<file path="src/rtl/fetch_unit.sv">
// Instruction fetch stage: owns the PC, issues reads to a one-cycle-latency
// instruction memory and buffers returned words with their PCs for decode.
module fetch_unit #(
  parameter int unsigned            ADDR_WIDTH   = 32,
  parameter int unsigned            DATA_WIDTH   = 32,
  parameter int unsigned            FIFO_DEPTH   = 4,
  parameter logic [ADDR_WIDTH-1:0]  PC_BASE_ADDR = 32'h80020000
) (
  input  logic                  clock,
  input  logic                  reset,
  input  logic                  fetch_en,
  input  logic                  redirect_valid,
  input  logic [ADDR_WIDTH-1:0] redirect_pc,
  output logic [ADDR_WIDTH-1:0] mem_addr,
  output logic                  mem_en,
  output logic                  mem_rw,
  input  logic [DATA_WIDTH-1:0] mem_data_out,
  output logic                  out_valid,
  input  logic                  out_ready,
  output logic [DATA_WIDTH-1:0] out_instr,
  output logic [ADDR_WIDTH-1:0] out_pc
);

  localparam int unsigned STEP  = DATA_WIDTH / 8;
  localparam int unsigned PTR_W = (FIFO_DEPTH > 1) ? $clog2(FIFO_DEPTH) : 1;
  localparam int unsigned CNT_W = PTR_W + 1;

  localparam logic [ADDR_WIDTH-1:0] PC_STEP    = ADDR_WIDTH'(STEP);
  localparam logic [ADDR_WIDTH-1:0] ALIGN_MASK = ~ADDR_WIDTH'(STEP - 1);

  logic [ADDR_WIDTH-1:0] fetch_pc_q, fetch_pc_d;
  logic                  inflight_q, inflight_d;
  logic [ADDR_WIDTH-1:0] inflight_pc_q, inflight_pc_d;
  logic [PTR_W-1:0]      rd_ptr_q, rd_ptr_d;
  logic [PTR_W-1:0]      wr_ptr_q, wr_ptr_d;
  logic [CNT_W-1:0]      count_q, count_d;

  logic [DATA_WIDTH-1:0] fifo_instr_q [FIFO_DEPTH];
  logic [ADDR_WIDTH-1:0] fifo_pc_q    [FIFO_DEPTH];

  logic                  push;
  logic                  pop;
  logic [CNT_W:0]        occupancy;

  // The in-flight request has a slot reserved, so issuing only when
  // buffered + outstanding < depth means a landing response always fits.
  assign occupancy = {1'b0, count_q} + (CNT_W + 1)'(inflight_q);
  assign mem_en    = !reset && !redirect_valid && fetch_en &&
                     (occupancy < (CNT_W + 1)'(FIFO_DEPTH));
  assign mem_addr  = fetch_pc_q - PC_BASE_ADDR;
  assign mem_rw    = 1'b1;

  assign out_valid = (count_q != '0);
  assign out_instr = fifo_instr_q[rd_ptr_q];
  assign out_pc    = fifo_pc_q[rd_ptr_q];

  assign push = !reset && !redirect_valid && inflight_q;
  assign pop  = out_valid && out_ready;

  always_comb begin
    fetch_pc_d    = fetch_pc_q;
    inflight_d    = inflight_q;
    inflight_pc_d = inflight_pc_q;
    rd_ptr_d      = rd_ptr_q;
    wr_ptr_d      = wr_ptr_q;
    count_d       = count_q;

    if (reset) begin
      fetch_pc_d = PC_BASE_ADDR;
      inflight_d = 1'b0;
      rd_ptr_d   = '0;
      wr_ptr_d   = '0;
      count_d    = '0;
    end else if (redirect_valid) begin
      // Squash: drop the landing response and everything buffered.
      fetch_pc_d = redirect_pc & ALIGN_MASK;
      inflight_d = 1'b0;
      rd_ptr_d   = wr_ptr_q;
      count_d    = '0;
    end else begin
      inflight_d = mem_en;
      if (mem_en) begin
        inflight_pc_d = fetch_pc_q;
        fetch_pc_d    = fetch_pc_q + PC_STEP;
      end
      if (push) begin
        wr_ptr_d = wr_ptr_q + PTR_W'(1);
      end
      if (pop) begin
        rd_ptr_d = rd_ptr_q + PTR_W'(1);
      end
      case ({push, pop})
        2'b10:   count_d = count_q + CNT_W'(1);
        2'b01:   count_d = count_q - CNT_W'(1);
        default: count_d = count_q;
      endcase
    end
  end

  always_ff @(posedge clock) begin
    if (reset) begin
      fetch_pc_q    <= PC_BASE_ADDR;
      inflight_q    <= 1'b0;
      inflight_pc_q <= PC_BASE_ADDR;
      rd_ptr_q      <= '0;
      wr_ptr_q      <= '0;
      count_q       <= '0;
    end else begin
      fetch_pc_q    <= fetch_pc_d;
      inflight_q    <= inflight_d;
      inflight_pc_q <= inflight_pc_d;
      rd_ptr_q      <= rd_ptr_d;
      wr_ptr_q      <= wr_ptr_d;
      count_q       <= count_d;
    end
  end

  // Storage carries no reset; occupancy is tracked by count_q alone.
  always_ff @(posedge clock) begin
    if (push) begin
      fifo_instr_q[wr_ptr_q] <= mem_data_out;
      fifo_pc_q[wr_ptr_q]    <= inflight_pc_q;
    end
  end

endmodule

</file>
<file path="config.mk">
export PLATFORM = sky130hd
export DESIGN_NAME = fetch_unit
export DESIGN_NICKNAME = d
export VERILOG_FILES = /design/src/rtl/fetch_unit.sv
export SDC_FILE = /design/constraint.sdc
export NUM_CORES = 1
export LEC_CHECK = 0
export CAP_MARGIN = 40
export CORE_MARGIN = 8
export CORE_UTILIZATION = 45
export DETAILED_ROUTE_END_ITERATION = 6
export PLACE_DENSITY = 0.68
export SYNTH_ARGS = -nofsm -noshare
export SYNTH_HDL_FRONTEND = slang
export SYNTH_SLANG_ARGS = --single-unit
</file>
<file path="constraint.sdc">
create_clock -name clock -period 7.2 [get_ports clock]
set_input_delay 1.44 -clock clock [delete_from_list [all_inputs] [get_ports clock]]
set_output_delay 1.44 -clock clock [all_outputs]
set_load 0.03 [all_outputs]
</file>
==> Word level (Yosys, flattened, before mapping) <==
Memory sizes are Yosys's and may differ from the RTL's. A register that Yosys moved wholly into a read port is not among the register bits.
Cells that the tools add are included.
{ "op_classes": {"muxes": 11, "addsub": 7, "n_lt_le_gt_ge": 1, "reduce_logical": 14, "n_bitwise": 1, "eq_ne": 2} }
{ "ops": {"columns": ["cell", "count"], "rows": [
  ["32-bit 2-to-1 mux", 2],
  ["32-bit by 3-bit adder with 32-bit output, second input constant", 1],
  ["32-bit subtractor, second input constant", 1],
  ["2-bit 2-to-1 mux", 6],
  ["3-bit case mux with 2 select lines", 1],
  ["2-bit nonzero test", 3],
  ["1-bit logical AND", 5],
  ["2-bit by 1-bit adder with 2-bit output, second input constant", 2],
  ["3-bit by 1-bit adder with 4-bit output", 1],
  ["4-bit by 3-bit less-than comparator with 1-bit output, second input constant", 1],
  ["2-bit AND reduction", 2],
  ["3-bit by 1-bit adder with 3-bit output, second input constant", 1],
  ["3-bit nonzero test", 1],
  ["3-bit by 1-bit subtractor with 3-bit output, second input constant", 1],
  ["2-bit by 1-bit equality test with 1-bit output, second input constant", 1],
  ["2-bit equality test, second input constant", 1],
  ["1-bit logical NOT", 2],
  ["1-bit 2-to-1 mux", 2],
  ["2-bit OR reduction", 1],
  ["1-bit NOT", 1]
]} }
{ "word_totals": {"ram_bits": 256, "out_inout_bits": 99, "mem_count": 2, "regBits": 72, "inputBits": 69, "wordCells": 45} }
{ "memory_table": {"columns": ["name", "depth", "word_bits", "read_ports", "rd_clocked_by_memory_dff", "wr", "line", "text"], "rows": [
  ["fifo_instr_q", 4, 32, 1, 1, 1, "38", "logic [DATA_WIDTH-1:0] fifo_instr_q [FIFO_DEPTH];"],
  ["fifo_pc_q", 4, 32, 1, 1, 1, "39", "logic [ADDR_WIDTH-1:0] fifo_pc_q [FIFO_DEPTH];"]
]} }

==> Logic depth before layout (Yosys ltp) <==
Gate-level depths: netlist of run 1.
{ "logic_depth": {"ltp_word": 6, "ltp_mapped": 10, "depth_no_buf": 9} }

==> Worst setup path before layout of run 1 <==
Ideal clock, no wire load.
{ "synth_timing": {"path_kind": "input to output", "startpoint": "input reset", "endpoint": "output mem_en", "t_arrival_ps": 2459, "path_stages": 6, "setup_slack_ps": 3301, "cell_sequence": "buf_2 nor2_4 nand4b_2 inv_2 buf_2 buf_2"} }
{ "synth_via": {"elab_chain_cells": 4} }
{ "synth_lines": {"columns": ["element", "line", "text"], "rows": [
  ["start, declared", "10", "input logic reset,"],
  ["1-bit logical NOT", "48", "assign mem_en = !reset && !redirect_valid && fetch_en &&"],
  ["1-bit logical AND (3 in series)", "48", null],
  ["end, declared", "15", "output logic mem_en,"]
]} }
No other way between the ends.

==> Worst setup path after layout of run 1 <==
Ends and elaborated chain as after synthesis.

==> results of run 1 <==
==> worst max path at each step <==
stage | startpoint | to | slack, ps | cells past startpoint
global route | reset | mem_en | 1990 | 7
floorplan | reset | mem_en | 3300 | 6
detailed placement | reset | mem_en | 2160 | 7
CTS | reset | mem_en | 2150 | 7
finish | reset | mem_en | 2160 | 7
global placement | reset | mem_en | 2150 | 7
==> Yosys cell counts (2+ instances only) <==
library cell	n
edfxtp_1	248
nand2_1	84
dfxtp_1	70
mux4_2	62
a21oi_1	52
clkbuf_1	28
buf_4	25
nor2_1	22
o21ai_0	16
nand3_1	15
nand4_1	13
inv_1	12
a31oi_1	11
and3_1	11
buf_2	11
xor2_1	10
ha_1	8
nor3_1	8
xnor2_1	8
and2_1	7
nand3b_1	6
a32oi_1	5
nand2b_1	5
nor2b_1	5
a2bb2oi_1	4
a41oi_1	3
mux2_2	3
nor3b_1	3
o311ai_1	3
or3_1	3
a211o_1	2
a211oi_1	2
and4_1	2
buf_1	2
conb_1	2
nor4_1	2
o31ai_1	2
==> layout make-up <==
class	count	area share [%]
sequential	318	56.5
tap	378	3.02
clock buffer	51	6.31
multi-input combinational	402	21.8
clock inverter	12	0.551
inverter	13	0.311
timing repair buffer	174	11.5
==> cell families (layout without fill, tap and decap cells) <==
logic type      count (synthesis)  in the layout  share of synthesized area [%]
simple gates                  198            198                           8.07
buf+inv                        81            250                           3.32
fa+ha+maj                       9              9                          0.949
mux                            66             66                           11.4
compound gates                106            106                           5.03
flops                         318            318                           69.9
other cells                     2              5                         0.0594
xor+xnor                       18             18                           1.25
==> cell usage in the layout, fill, tap and decap left out, drive strengths merged, types with 3 or more instances in the layout <==
| cell type | n |
|---|---|
| edfxtp | 248 |
| clkdlybuf4s50 | 158 |
| nand2 | 84 |
| dfxtp | 70 |
| mux4 | 62 |
| a21oi | 52 |
| clkbuf | 51 |
| nor2 | 23 |
| o21ai | 16 |
| buf | 16 |
| nand3 | 15 |
| nand4 | 13 |
| inv | 13 |
| a31oi | 11 |
| and3 | 11 |
| xor2 | 10 |
| nor3 | 10 |
| clkinv | 9 |
| xnor2 | 8 |
| ha | 8 |
| and2 | 8 |
| nand3b | 6 |
| nand2b | 5 |
| nor2b | 5 |
| a32oi | 5 |
| conb | 5 |
| a2bb2oi | 4 |
| nor4 | 4 |
| or3 | 3 |
| nor3b | 3 |
| mux2 | 3 |
| a41oi | 3 |
| o311ai | 3 |
==> worst max-delay path, delay by kind of cell <==
kind,cells,cell delay [ps]
buffers and inverters,5,1850
and+or+nand+nor,2,240
==> per-stage QoR <==
stage	hold WS (ps)	cell area (um2)
CTS	495	15700
finish	490	15700
detailed placement	486	14600
global placement	478	14400
global route	525	15700
floorplan	460	12700
==> power breakdown <==
part	internal, mW	switching, mW	total [mW]
Combinational	0.146	0.170	0.316
Sequential	1.99	0.0340	2.02
Clock	0.989	0.664	1.65
==> sequential cells by signal (all words and copies together), names as in the netlist, named ones only <==
| register | flops |
|---|---|
| count_q | 3 |
| fetch_pc_q | 30 |
| fifo_instr_q | 128 |
| fifo_pc_q | 120 |
| inflight_pc_q | 30 |
| inflight_q | 1 |
| rd_ptr_q | 2 |
| wr_ptr_q | 2 |
==> routing by layer <==
metal / up-vias / part of all wire [%]
met2: 222 / 48
met5: - / 0.11
li1: 3355 / -
met4: 4 / 1.5
met3: 40 / 7.0
met1: 3577 / 43
==> run_results.csv, run 1 <==
group,metric,value,unit
floorplan,die_w,184,um
grt,busiest_layer,"met2",
worst_setup_path,start_kind,"input port",
place,gp_congestion,0.824,
cts,post_cts_resized,0,
cts,cts_buffers,35,
drt,drt_wl_total,26800,um
logic_synthesis,synth_top_cell_by_area,"edfxtp_1",
final_layout,seqCellArea,8860,um2
final_layout,drive_gt1_share,14.8,%
hold_path,hp-start,"inflight_pc_q[22]",
sta,fin_ws,2160,ps
grt,grt_max_degree,65,
worst_setup_path,slowest_delay,620,ps
place,port_buffers,160,
worst_setup_path,cp_slowest_cell,"clkdlybuf4s50_1",
final_layout,instances_no_fill,1348,
power_and_ir_drop,leakagePower,5.09,nW
cts,clk_path_buf_depth,3,
cts,cts_tree,"built",
worst_setup_path,endpoint_kind,"output pin",
power_and_ir_drop,power,3.99,mW
worst_setup_path,reg2reg_depth,8,
logic_synthesis,synth.distinct_cells,60,
cts,post_cts_buffers,0,
logic_synthesis,avgSynthCellArea,15.9,um2
sta,fin_crit,5040,ps
floorplan,die-area,33700,um2
cts,clkLatencyLatePin,500,ps
place,dp_hpwl,16400,um
hold_path,min_path_cells,2,
logic_synthesis,syn-cell-area,12700,um2
sta,final.setup.tns,0,ps
drt,via_count,7198,
sta,drv_slew,0,
worst_setup_path,crit_fanout,64,
sta,worst_pin_slew,790,ps
grt,grt_pass1_vias,7326,
grt,grt_usage,15.9,%
cts,clock-sinks,318,
grt,grt_pass1_wl,41900,um
sta,setup_violations,0,
sta,fin_crit_sh,70.0,%
logic_synthesis,synth-seq-cells,318,
logic_synthesis,synth.area.top_cells,"edfxtp_1, dfxtp_1, mux4_2, nand2_1, a21oi_1",
logic_synthesis,yosys_warnings,0,
floorplan,die_h,184,um
worst_setup_path,r2r-start,"inflight_q",
worst_setup_path,cp.required,5760,ps
sta,fmax,198,MHz
final_layout,syn_to_final_growth,23.8,%
cts,clockRootBuffer,"clkbuf_16",
final_layout,nNetsFinal,1022,
logic_synthesis,ys_seq_area_share,69.9,%
power_and_ir_drop,peakVddDrop,0.180,mV
run,drv_cap,0,
drt,avgViaCountPerCell,5.34,
sta,fin_worst_skew,14.8,ps
grt,antenna_found_initial,2,
grt,use_met3,4.05,%
drt,final_antenna_net_count,0,
worst_setup_path,crit_type,"in -> out",
place,place_ws,2160,ps
grt,grt_use_met1,21.1,%
logic_synthesis,synthArstFlopShare,0,%
drt,drc,0,
hold_path,hold_class,"reg -> reg",
final_layout,multiInputGateArea,3410,um2
floorplan,ios,168,
drt,drt_iter0_drc,421,
drt,routedWlPerCell,19.9,um
floorplan,coreArea,27700,um2
worst_setup_path,worst_ep_arrival_time,3600,ps
place,dp.cells,1285,
run_status,outcome,"finished clean",
worst_setup_path,rrSetupSlack,4380,ps
worst_setup_path,cp_cell_sequence,"buf_2 > buf_4 > nor2_4 > nand4b_2 > buf_4 > inv_2 > clkdlybuf4s50_1",
logic_synthesis,netlist_instances,798,
cts,clk_pin_slew,60,ps
floorplan,start_util,45.7,%
worst_setup_path,crit_top_cell,"buf_4",
final_layout,fill_cells,2190,
worst_setup_path,regToRegEndpoint,"fetch_pc_q[18]",
grt,met2_usage,25.8,%
final_layout,antenna_cells,0,
final_layout,finish.utilization,56.6,%
sta,maxSlewHeadroom,46.9,%
logic_synthesis,synth_edf_count,248,
sta,hold_violations,0,
power_and_ir_drop,powerDensity,255,nW/um2
hold_path,hold_end,"inflight_pc_q[22]",
logic_synthesis,synthDominantCellAreaShare,58.9,%
floorplan,core.rowCount,61,
drt,firstDrtPassIters,5,
cts,ctsHoldBuffers,0,
logic_synthesis,synth-main-ff-cell,"edfxtp_1",
grt,overflow,0,
cts,htree_levels,2,
sta,rsz0062_at_grt,"no",
Note: power is estimated with default switching activity, not from simulation.
==> run 2, diff against run 1 <==
clock period = 5 ns   (was 7.2 ns; I/O delays follow)
==> run_results.csv, run 2 (synthesis gave the netlist of run 1 again) <==
group,metric,value,unit
run_status,outcome,"finished clean",
final_layout,nNetsFinal,1019,
sta,maxSlewHeadroom,46.8,%
final_layout,layout_commonest_cell,"edfxtp_1",
sta,worst_pin_slew,796,ps
worst_setup_path,critPathLaunch,"fetch_pc_q[17]",
final_layout,reg_top3,"fifo_instr_q: 128 flops, fifo_pc_q: 120 flops",
run,drv_cap,0,
worst_setup_path,crit_type,"reg -> out",
grt,grt_usage,16.2,%
worst_setup_path,worst_ep_arrival_time,3200,ps
power_and_ir_drop,switchingPower,1.27,mW
cts,htree_levels,2,
sta,final.setup.tns,0,ps
drt,wl_met1,11700,um
final_layout,final_cell_mix,"edfxtp_1, clkdlybuf4s50_1, nand2_1, dfxtp_1, mux4_2",
cts,clk_pin_slew,60,ps
worst_setup_path,regToRegEndpoint,"fetch_pc_q[24]",
power_and_ir_drop,power_frac_clock,42.0,%
grt,overflow,0,
sta,rsz0062_at_grt,"no",
sta,fin_crit_sh,83.9,%
final_layout,syn_to_final_growth,23.9,%
floorplan,die_w,184,um
worst_setup_path,r2r-start,"fetch_pc_q[2]",
drt,via_count,7236,
drt,drt_wl_total,27500,um
worst_setup_path,rrSetupSlack,2760,ps
drt,drc,0,
cts,cts_tree,"built",
floorplan,die_h,184,um
grt,antenna_found_initial,3,
drt,drt_iter0_drc,453,
worst_setup_path,start_kind,"flip-flop",
sta,setup_violations,0,
place,port_buffers,160,
sta,fin_worst_skew,9.91,ps
cts,cts_buffers,35,
cts,post_cts_resized,0,
floorplan,die-area,33700,um2
drt,routedWlPerCell,20.5,um
power_and_ir_drop,power.internal,4.53,mW
hold_path,hp-start,"inflight_pc_q[19]",
drt,wl_met3,1970,um
grt,grt_max_degree,64,
worst_setup_path,endpoint_kind,"output pin",
final_layout,drive_gt1_share,15.0,%
hold_path,hold_end,"inflight_pc_q[19]",
power_and_ir_drop,p_sw_share,21.9,%
final_layout,top_register,"fifo_instr_q",
place,place_ws,1340,ps
place,gp_congestion,0.826,
sta,fin_ws,804,ps
final_layout,largest_reg_flops,128,
sta,hold_violations,0,
power_and_ir_drop,p_comb_share,7.9,%
drt,final_antenna_net_count,0,
floorplan,core.rowCount,61,
floorplan,start_util,45.7,%
drt,avgViaCountPerCell,5.38,
sta,fmax,238,MHz
power_and_ir_drop,power,5.80,mW
sta,fin_crit,4200,ps
worst_setup_path,crit_fanout,9,
floorplan,ios,168,
sta,drv_slew,0,
power_and_ir_drop,powerDensity,370,nW/um2
drt,firstDrtPassIters,4,
power_and_ir_drop,power.share.sequential,50.1,%
grt,grt_pass1_wl,42800,um
drt,top_layer,"met5",
cts,post_cts_buffers,0,
drt,met2_length,13200,um
hold_path,hold_class,"reg -> reg",
place,dp_hpwl,17000,um
hold_path,min_path_cells,2,
cts,ctsHoldBuffers,0,
floorplan,coreArea,27700,um2
final_layout,antenna_cells,0,
worst_setup_path,cp.required,4000,ps
cts,clk_path_buf_depth,3,
power_and_ir_drop,leakagePower,5.09,nW
cts,clkLatencyLatePin,500,ps
cts,clockRootBuffer,"clkbuf_16",
cts,clock-sinks,318,
worst_setup_path,reg2reg_depth,6,
power_and_ir_drop,peakVddDrop,0.224,mV
grt,grt_pass1_vias,7485,
==> run 2: cell count changes in the layout (fill, tap and decap cells not counted) <==
cell,delta
clkinv_4,+1
buf_16,+1
clkinv_1,+4
buf_12,-1
clkinv_2,+1
buf_4,-2
bufinv_16,+1
clkbuf_1,-8
clkdlybuf4s50_1,-1
==> run 2: layout make-up <==
type,instances,area [um2]
sequential,318,8860
inverter,13,48.8
multi-input combinational,402,3410
clock buffer,43,958
timing repair buffer,171,1780
tap,378,473
fill,2201,12000
clock inverter,19,145
==> run 2: worst max-delay path by stage <==
stage / to / slack (ps)
after floorplan: mem_addr[27] / 1730
after global placement: mem_addr[27] / 1330
after detailed placement: mem_addr[31] / 1340
after CTS: mem_addr[27] / 780
after global routing: mem_addr[27] / 570
final: mem_addr[29] / 800
==> run 2: per-layer routing <==
layer  global-route usage [%]  vias to the layer above
met3                     4.43                       43
met1                     21.2                     3608
li1                         -                     3351
met4                     4.29                        6
met5                        0                        -
met2                     26.5                      228
==> run 2: worst max-delay path: stages (launching register included) <==
cell	delay, ps
dfxtp_1	380
inv_1	140
ha_1	190
nor3b_1	380
nand2_1	110
or2_2	350
nor3_1	190
xor2_1	230
clkdlybuf4s50_1	720
==> run 2: stage by stage <==
| stage | hold WS, ps | area (um2) | instances | util (%) |
|---|---|---|---|---|
| after global placement | 478 | 14400 | 1277 | 52.1 |
| after CTS | 497 | 15700 | 1344 | 56.6 |
| final | 494 | 15700 | 1344 | 56.6 |
| after detailed placement | 490 | 14600 | 1282 | 52.6 |
| after global routing | 518 | 15700 | 1344 | 56.6 |
| after floorplan | 460 | 12700 | 801 | - |
==> run 2: power by group through the flow <==
stage	clock network [mW]	registers, mW	logic (mW)
after detailed placement	0	2.96	0.463
after CTS	2.51	2.91	0.466
after global placement	0	2.97	0.452
final	2.44	2.91	0.459
after floorplan	0	2.94	0.283
after global routing	2.61	2.91	0.488
==> run 3, diff against run 2 <==
PLACE_DENSITY = 0.71   (was 0.68)
clock period = 3.4 ns   (was 5 ns; I/O delays follow)
==> run_results.csv, run 3 (synthesis gave the netlist of run 1 again) <==
group,metric,value,unit
cts,clkLatencyLatePin,550,ps
power_and_ir_drop,powerDensity,526,nW/um2
grt,grt_max_degree,64,
cts,htree_levels,1,
grt,grt_use_met1,22.2,%
worst_setup_path,endpoint_kind,"output pin",
sta,final.setup.tns,0,ps
final_layout,largest_reg_flops,128,
cts,ctsHoldBuffers,0,
floorplan,die_w,184,um
cts,clk_pin_slew,60,ps
sta,fin_crit_sh,96.1,%
sta,fin_worst_skew,11.1,ps
worst_setup_path,rrSetupSlack,1080,ps
sta,hold_violations,0,
worst_setup_path,start_kind,"flip-flop",
sta,maxSlewHeadroom,43.9,%
cts,cts_buffers,31,
final_layout,reg_top3,"fifo_instr_q: 128 flops, fifo_pc_q: 120 flops",
worst_setup_path,worst_ep_arrival_time,2590,ps
drt,final_antenna_net_count,0,
worst_setup_path,cp.required,2720,ps
final_layout,antenna_cells,0,
run,drv_cap,0,
place,gp_congestion,0.863,
final_layout,drive_gt1_share,16.6,%
grt,overflow,0,
final_layout,final_cell_mix,"edfxtp_1, clkdlybuf4s50_1, nand2_1, dfxtp_1, mux4_2",
grt,grt_usage,16.0,%
sta,worst_pin_slew,836,ps
floorplan,ios,168,
cts,clock-sinks,318,
run_status,outcome,"finished clean",
cts,clk_path_buf_depth,3,
final_layout,finish.utilization,56.7,%
drt,drt_iter0_drc,430,
floorplan,start_util,45.7,%
floorplan,core.rowCount,61,
floorplan,die-area,33700,um2
grt,antenna_found_initial,3,
drt,via_count,7241,
final_layout,nNetsFinal,1036,
sta,drv_slew,0,
power_and_ir_drop,leakagePower,5.16,nW
drt,avgViaCountPerCell,5.32,
worst_setup_path,crit_type,"reg -> out",
grt,grt_pass1_vias,7315,
cts,clockRootBuffer,"clkbuf_16",
sta,setup_violations,0,
drt,firstDrtPassIters,4,
grt,busiest_layer,"met2",
final_layout,layout_commonest_cell,"edfxtp_1",
sta,hold_ws,496,ps
final_layout,top_register,"fifo_instr_q",
drt,drt_wl_total,27300,um
final_layout,syn_to_final_growth,24.2,%
place,port_buffers,160,
grt,grt_pass1_wl,42600,um
worst_setup_path,crit_fanout,8,
sta,rsz0062_at_grt,"no",
power_and_ir_drop,peakVddDrop,0.395,mV
grt,met2_usage,25.5,%
sta,fmax,306,MHz
drt,drc,0,
drt,routedWlPerCell,20.1,um
floorplan,coreArea,27700,um2
hold_path,hold_class,"reg -> reg",
sta,fin_crit,3270,ps
grt,use_met3,3.68,%
place,dp_hpwl,17500,um
floorplan,die_h,184,um
cts,cts_tree,"built",
## run 3: area by class of cell
| cell class | instances | area (um2) |
|---|---|---|
| sequential | 318 | 8860 |
| inverter | 13 | 48.8 |
| fill | 2200 | 12000 |
| tap | 378 | 473 |
| timing repair buffer | 192 | 1900 |
| multi-input combinational | 402 | 3450 |
| clock buffer | 45 | 848 |
| clock inverter | 12 | 133 |
## run 3: routing by layer
layer  wire (um)  up-vias
li1            -     3379
met4         362        6
met1       11900     3609
met2       13000      212
met5          35        -
met3        1980       35
## run 3: timing repair
action                                  CTS  global route
hold endpoints to repair                  0             0
endpoints found under the setup margin    8            25
resized for setup                        14             9
setup buffers                             0            10
## run 3: worst max-delay path: stages (launching register included)
cell and delay (ps):
dfxtp_1 310, buf_4 150, or4_1 620, nor4_4 290, nand2b_1 120, xnor2_1 150, clkdlybuf4s15_1 400
## run 3: worst paths after layout
path                          from                to  cells after the start
setup reg to reg     fetch_pc_q[2]    fetch_pc_q[24]                      6
hold reg to reg   inflight_pc_q[3]  inflight_pc_q[3]                      2
setup / recovery    fetch_pc_q[17]      mem_addr[28]                      6
hold / removal    inflight_pc_q[3]  inflight_pc_q[3]                      2
## run 3: metrics by stage
stage | power (mW) | cell area (um2) | setup WS (ps) | instances
floorplan | 4.74 | 12700 | 448 | 801
global placement | 5.04 | 14600 | 260 | 1293
detailed placement | 5.05 | 14600 | 208 | 1293
CTS | 8.33 | 15600 | 11.7 | 1350
global route | 8.54 | 15700 | 3.75 | 1360
finish | 8.26 | 15700 | 133 | 1360
## run 3: power breakdown
group / switching [mW] / internal, mW
clock: 1.35 / 1.95
sequential: 0.0578 / 4.21
combinational: 0.381 / 0.321
